==> src/rtl/sprite_palette_arbiter.sv <==
// sprite_palette_arbiter: round-robin share of one palette lookup between two sprite pipelines.
//   Clk, Reset_n (async active-low)
//   req_valid/req_index/req_tag -> req_ready : two requesters, bit/slice 0 = P1, 1 = P2
//   pal_index -> pal_rgb                     : shared combinational palette
//   out_valid/out_ready, out_rgb, out_tag, out_src, out_transparent : registered pixel
//   Optional PAL_ARB_STATS_EN: stats_clr, grant_cnt_p1, grant_cnt_p2 per-requester transfer counters
module sprite_palette_arbiter #(
  parameter int IDX_W = 5,
  parameter int RGB_W = 12,
  parameter int TAG_W = 10,
  parameter logic [RGB_W-1:0] TRANSPARENT_RGB = 12'hF0F
) (
  input  logic               Clk,
  input  logic               Reset_n,
  input  logic [1:0]         req_valid,
  input  logic [2*IDX_W-1:0] req_index,
  input  logic [2*TAG_W-1:0] req_tag,
  output logic [1:0]         req_ready,
  output logic [IDX_W-1:0]   pal_index,
  input  logic [RGB_W-1:0]   pal_rgb,
  output logic               out_valid,
  input  logic               out_ready,
  output logic [RGB_W-1:0]   out_rgb,
  output logic [TAG_W-1:0]   out_tag,
  output logic               out_src,
  output logic               out_transparent
`ifdef PAL_ARB_STATS_EN
  ,
  input  logic               stats_clr,
  output logic [15:0]        grant_cnt_p1,
  output logic [15:0]        grant_cnt_p2
`endif
);
  logic             out_valid_q, out_valid_d;
  logic [RGB_W-1:0] out_rgb_q, out_rgb_d;
  logic [TAG_W-1:0] out_tag_q, out_tag_d;
  logic             out_src_q, out_src_d;
  logic             out_transparent_q, out_transparent_d;
  logic             last_grant_q, last_grant_d;
  logic             slot_free, gnt_any, gnt_id;
  logic [IDX_W-1:0] gnt_index;
  logic [TAG_W-1:0] gnt_tag;
  always_comb begin
    slot_free         = !out_valid_q || out_ready;
    gnt_any           = slot_free && (|req_valid);
    // on contention the requester not granted last wins; otherwise the lone valid one
    gnt_id            = (&req_valid) ? !last_grant_q : req_valid[1];
    gnt_index         = gnt_id ? req_index[2*IDX_W-1:IDX_W] : req_index[IDX_W-1:0];
    gnt_tag           = gnt_id ? req_tag[2*TAG_W-1:TAG_W] : req_tag[TAG_W-1:0];
    // reset gating kept off the flop inputs so Reset_n only ever acts asynchronously there
    req_ready         = (gnt_any && Reset_n) ? (gnt_id ? 2'b10 : 2'b01) : 2'b00;
    pal_index         = (gnt_any && Reset_n) ? gnt_index : '0;
    out_valid_d       = gnt_any || !slot_free;
    out_rgb_d         = gnt_any ? pal_rgb : out_rgb_q;
    out_tag_d         = gnt_any ? gnt_tag : out_tag_q;
    out_src_d         = gnt_any ? gnt_id : out_src_q;
    out_transparent_d = gnt_any ? (pal_rgb == TRANSPARENT_RGB) : out_transparent_q;
    last_grant_d      = gnt_any ? gnt_id : last_grant_q;
  end
  always_ff @(posedge Clk or negedge Reset_n) begin
    if (!Reset_n) begin
      out_valid_q       <= 1'b0;
      out_rgb_q         <= '0;
      out_tag_q         <= '0;
      out_src_q         <= 1'b0;
      out_transparent_q <= 1'b0;
      last_grant_q      <= 1'b1;
    end else begin
      out_valid_q       <= out_valid_d;
      out_rgb_q         <= out_rgb_d;
      out_tag_q         <= out_tag_d;
      out_src_q         <= out_src_d;
      out_transparent_q <= out_transparent_d;
      last_grant_q      <= last_grant_d;
    end
  end
  assign out_valid       = out_valid_q;
  assign out_rgb         = out_rgb_q;
  assign out_tag         = out_tag_q;
  assign out_src         = out_src_q;
  assign out_transparent = out_transparent_q;
`ifdef PAL_ARB_STATS_EN
  logic [15:0] cnt_p1_q, cnt_p1_d, cnt_p2_q, cnt_p2_d;
  always_comb begin
    cnt_p1_d = stats_clr ? 16'd0 : cnt_p1_q + {15'd0, gnt_any && !gnt_id};
    cnt_p2_d = stats_clr ? 16'd0 : cnt_p2_q + {15'd0, gnt_any && gnt_id};
  end
  always_ff @(posedge Clk or negedge Reset_n) begin
    if (!Reset_n) begin
      cnt_p1_q <= '0;
      cnt_p2_q <= '0;
    end else begin
      cnt_p1_q <= cnt_p1_d;
      cnt_p2_q <= cnt_p2_d;
    end
  end
  assign grant_cnt_p1 = cnt_p1_q;
  assign grant_cnt_p2 = cnt_p2_q;
`endif
endmodule
==> config.mk <==
export PLATFORM = sky130hd
export DESIGN_NAME = sprite_palette_arbiter
export DESIGN_NICKNAME = d
export VERILOG_FILES = /design/src/rtl/sprite_palette_arbiter.sv
export SDC_FILE = /design/constraint.sdc
export NUM_CORES = 1
export LEC_CHECK = 0
export ABC_AREA = 1
export CAP_MARGIN = 20
export CORE_ASPECT_RATIO = 0.7
export CORE_MARGIN = 4
export CORE_UTILIZATION = 33
export CTS_CLUSTER_DIAMETER = 60
export DETAILED_ROUTE_END_ITERATION = 12
export GPL_TIMING_DRIVEN = 0
export HOLD_SLACK_MARGIN = 0.12
export PLACE_DENSITY = 0.88
export SYNTH_ARGS = -nofsm -noshare
export SYNTH_HDL_FRONTEND = slang
export SYNTH_SLANG_ARGS = --single-unit
==> constraint.sdc <==
create_clock -name Clk -period 1.2 [get_ports Clk]
set_clock_uncertainty 0.05 [all_clocks]
set_input_delay 0.24 -clock Clk [delete_from_list [all_inputs] [get_ports Clk]]
set_output_delay 0.24 -clock Clk [all_outputs]
set_load 0.005 [all_outputs]
==> results <==
- Among all stages on the critical path, the largest delay is contributed by sky130_fd_sc_hd__dfstp_2.
- After detailed routing, the average wire length per cell comes to 13.4 microns.
- The initial antenna violation count is 0.
- The leading cell type by number of instances after synthesis is sky130_fd_sc_hd__nand2_1.
- In this run the cell area measured after placement is 2180 sq um.
- The number of DRC violations after detailed-routing iteration 0 is 40.
- In this run the tool buffered the top-level ports with 78 buffer cells.
- The sequential share of the synthesized area is 0.512.
- The area share of the largest cell type after synthesis is 0.492.
- The flow ran to the end, but the final reports show violations.
- Counting instances in the post-synthesis netlist gives the leading cell types as 115 x sky130_fd_sc_hd__nand2_1, 25 x sky130_fd_sc_hd__dfrtp_1, 6 x sky130_fd_sc_hd__nand2_2, 6 x sky130_fd_sc_hd__nor2_1, 5 x sky130_fd_sc_hd__a21oi_1.
- The total power density per cell area is 979 nW/um^2.
- For the pin with the worst max-slew slack, the measured transition is 0.518 ns.
- The row count is 18.
- The number of buffer and inverter instances along the worst setup path is 3.
- The global placer's final weighted congestion is 0.754.
- The cell at the root of the clock tree is sky130_fd_sc_hd__clkbuf_8.
- Of the cells placed in the final design, the portion with a size suffix greater than 1 is 0.325.
- The path class of the tightest hold or removal check is input pin to flip-flop.
- Summing all non-filler instances in the final layout gives an area of 2570 sq um.
- The critical path is of the flip-flop to primary output type.
- The area growth from synthesis to final layout is 102%.
- The TritonCTS clock tree is yes.
- The number of enable-type register cells in the synthesized netlist is 0.
- The via count of the first global-routing pass came to 1480.
- The routed via count divided by cell count is 4.44.
- The fill cell total of the finished layout is 301.
- The I/O pin total is 79.
- The total of endpoints with negative setup slack in the final report is 19.
- The number of hold violations in the final report was 0.
- The number of diodes added for antenna fixing is 0.
- The number of slew-limit violations in the final report came to 0.
- The TritonCTS sink count is 26.
- The worst voltage drop across the vdd grid is 0.659 mV.
- The endpoint kind of the worst setup timing path is a primary output.
- The first TritonRoute pass finished after 4 iterations.
- The timing startpoint of the critical path is last_grant_q$_DFFE_PN1P_.
- The checks that failed: setup timing.
- No sink is reached through more buffers than the 2 on the longest clock path.
- The net switching power is 723 uW.
- The overall die area is 4930 sq um.
- The average cell area after synthesis is 7.31 sq um.
- When the netlist entered floorplanning its net count stood at 221.
- Data arrives at the worst endpoint at 1.47 ns.
- The depth of the critical timing path with buffers and inverters included is 7.
- The clock period minus final worst setup slack is 1.76 ns.
- The worst slack at placement is -1.11 ns.
- Clock-pin slew was measured on the worst setup and hold paths at 0.09 ns.
- The detailed router placed 1492 vias in this run.
- The die is 60.0 microns tall.
- The share of total power dissipated in the clock network is 0.197.
- Entering global routing, the biggest net connects 16 pins.
- Summing every instance area after synthesis gives 1270 sq um.
- In this run the number of H-tree levels came out at 1.
- The library cell occupying the most area in the post-synthesis netlist is sky130_fd_sc_hd__dfrtp_1.
- In this design, the stage delay of the slowest critical-path cell is 0.55 ns.
- The number of cells produced by synthesis is 174.
- The required time of the critical path is 0.91 ns.
- Of the total power, the share spent switching nets is 0.288.
- For this run, design rule violations remaining after detail routing come to 0.
- The portion of the clock cycle consumed by the worst path in the final layout is 1.46.
- The worst-path maximum fanout is 5.
- In the synthesized netlist the async set-or-reset flop fraction comes to 1.00.
- The global-route total usage across every layer is 0.187.
- The worst setup path is launched from a flip-flop.
- Sorting the synthesized cells by area gives the leading types as sky130_fd_sc_hd__dfrtp_1 49%, sky130_fd_sc_hd__nand2_1 34%, sky130_fd_sc_hd__nand2_2 2.9%.
- The count of yosys warnings during synthesis is 0.
- The cell-internal power is 1790 uW.
- The synthesized flop and latch total is 26.
- The share of total power dissipated in sequential elements is 0.424.
- The cell count of the worst reg-to-reg path is 10.
- Buffers inserted during clock tree synthesis total 3.
- The reported max-cap violation count is 0.
- The later pin in the worst-skew pair is clocked with a latency of 0.27 ns.
- At the end of the flow the core is filled with cells to 0.708.
- The headroom to the max-slew limit is 0.654.
- The total congestion overflow after global routing is 0.
- The design draws 2510 uW.
- The first global-routing pass estimated 6.93 mm of wire.
- The leading register cell type out of synthesis is sky130_fd_sc_hd__dfrtp_1.
- Setup repair after global routing could not meet its margin everywhere.
- Measured along the x axis, the die boundary spans 82.2 microns.
- Once detailed placement completed, the half-perimeter wirelength came to 3.07 mm.
- The maximum frequency from static timing analysis is 569 MHz.
- The count of nets left with antenna violations once routing finished came out at 0.
- The core region is 3630 sq um.
- The startpoint of the worst register-to-register path is last_grant_q$_DFFE_PN1P_.
- The worst-case setup margin in the final layout is -0.557 ns.
- Of the total power, combinational logic draws 0.379.
- The number of instances on the worst hold path is 3.
- The reported leakage power is 0.00133 uW.
- The startpoint of the lowest-slack hold path is req_valid[0].
- Walking the worst path, the cells encountered are nand2_2 > nand2_4 > buf_6 > buf_6 > nand2_2 > a21oi_2 > buf_2.
- The effective utilization at floorplan is 0.351.
- The unique cell type count in the Yosys netlist is 15.
- The number of nets at the end of the flow is 334.
- The family with the most delay on the worst path is flip-flops.
- Summed over all layers, the routed wires come to 4.51 mm.
[flip-flops by register name (all words and copies together), names as in the netlist]
register,count
out_rgb,12
last_grant_q,1
out_tag,10
out_valid,1
out_transparent,1
out_src,1
[routing by layer]
layer / vias up / routed length [microns] / track usage
met3: 6 / 356 / 0.0648
li1: 749 / - / -
met5: - / 0 / 0
met4: 0 / 28 / 0.0308
met2: 57 / 2190 / 0.325
met1: 680 / 1930 / 0.227
[path summary, 6_finish.rpt]
check	to	slack [ns]
worst max-delay path	pal_index[3]	-0.56
worst min-delay path	out_valid$_DFF_PN0_	0.36
worst max register to register	out_tag[1]$_DFFE_PN0P_	-0.26
worst min register to register	out_rgb[8]$_DFFE_PN0P_	0.44
max in group asynchronous	out_tag[9]$_DFFE_PN0P_	0.21
min in group asynchronous	out_tag[2]$_DFFE_PN0P_	0.55
[worst reg2reg max path, cell delays in order (launching register included)]
cell and delay, ns:
sky130_fd_sc_hd__dfstp_2 0.55, sky130_fd_sc_hd__nand2_2 0.06, sky130_fd_sc_hd__nand2_4 0.10, sky130_fd_sc_hd__inv_6 0.06
sky130_fd_sc_hd__buf_12 0.12, sky130_fd_sc_hd__buf_8 0.12, sky130_fd_sc_hd__buf_6 0.11, sky130_fd_sc_hd__nand2_2 0.04
sky130_fd_sc_hd__nand2_1 0.05, sky130_fd_sc_hd__nand2_1 0.05, sky130_fd_sc_hd__nand2_1 0.05
[layout make-up]
| class | count | area (sq um) | share of cell area |
|---|---|---|---|
| repair buffers | 108 | 1030 | 0.402 |
| multi-input cells | 136 | 659 | 0.257 |
| flip-flops and latches | 26 | 652 | 0.254 |
| plain buffers | 6 | 83.8 | 0.0326 |
| well taps | 50 | 62.6 | 0.0244 |
| clock buffers | 4 | 45.0 | 0.0175 |
| inverters | 6 | 32.5 | 0.0127 |
[what timing repair did]
action,in CTS,in global routing
gates cloned,1,2
endpoints found under the hold margin,10,10
setup buffers,18,9
gates resized for setup,109,31
pin swaps,5,3
endpoints found under the setup margin,56,45
[power groups by stage]
stage               logic (uW)  clock network, uW  registers (uW)
floorplan                  268                  0            1080
global placement           754                  0            1070
detailed placement         777                  0            1080
CTS                        888                506            1060
global route              1040                554            1080
finish                     953                495            1070
[layout by cell type, fill, tap and decap left out, types with 3 or more instances in the layout]
cell type	count
sky130_fd_sc_hd__nor2_1	4
sky130_fd_sc_hd__nand2_1	94
sky130_fd_sc_hd__clkbuf_2	10
sky130_fd_sc_hd__nand2_2	21
sky130_fd_sc_hd__buf_2	7
sky130_fd_sc_hd__clkdlybuf4s15_1	15
sky130_fd_sc_hd__buf_6	9
sky130_fd_sc_hd__buf_4	15
sky130_fd_sc_hd__clkbuf_8	3
sky130_fd_sc_hd__buf_8	6
sky130_fd_sc_hd__nand2_4	6
sky130_fd_sc_hd__clkdlybuf4s50_1	43
sky130_fd_sc_hd__dfrtp_1	25
sky130_fd_sc_hd__a21oi_2	5
sky130_fd_sc_hd__buf_12	3
sky130_fd_sc_hd__inv_1	4
[cell families after synthesis]
family	after synthesis	synth area share
and+or+nand+nor	131	0.408
DFF	26	0.512
buffers and inverters	12	0.0600
AOI/OAI and AO/OA	5	0.0197
[metrics by stage]
step / setup TNS, ns / hold slack [ns] / cells
detailed placement: -17.22 / 0.410 / 303
global placement: -33.07 / 0.403 / 302
global route: -6.73 / 0.380 / 336
floorplan: -0.780 / -0.106 / 174
CTS: -5.28 / 0.0730 / 326
finish: -5.08 / 0.357 / 336
No activity file was read; power rests on OpenSTA's default activity.
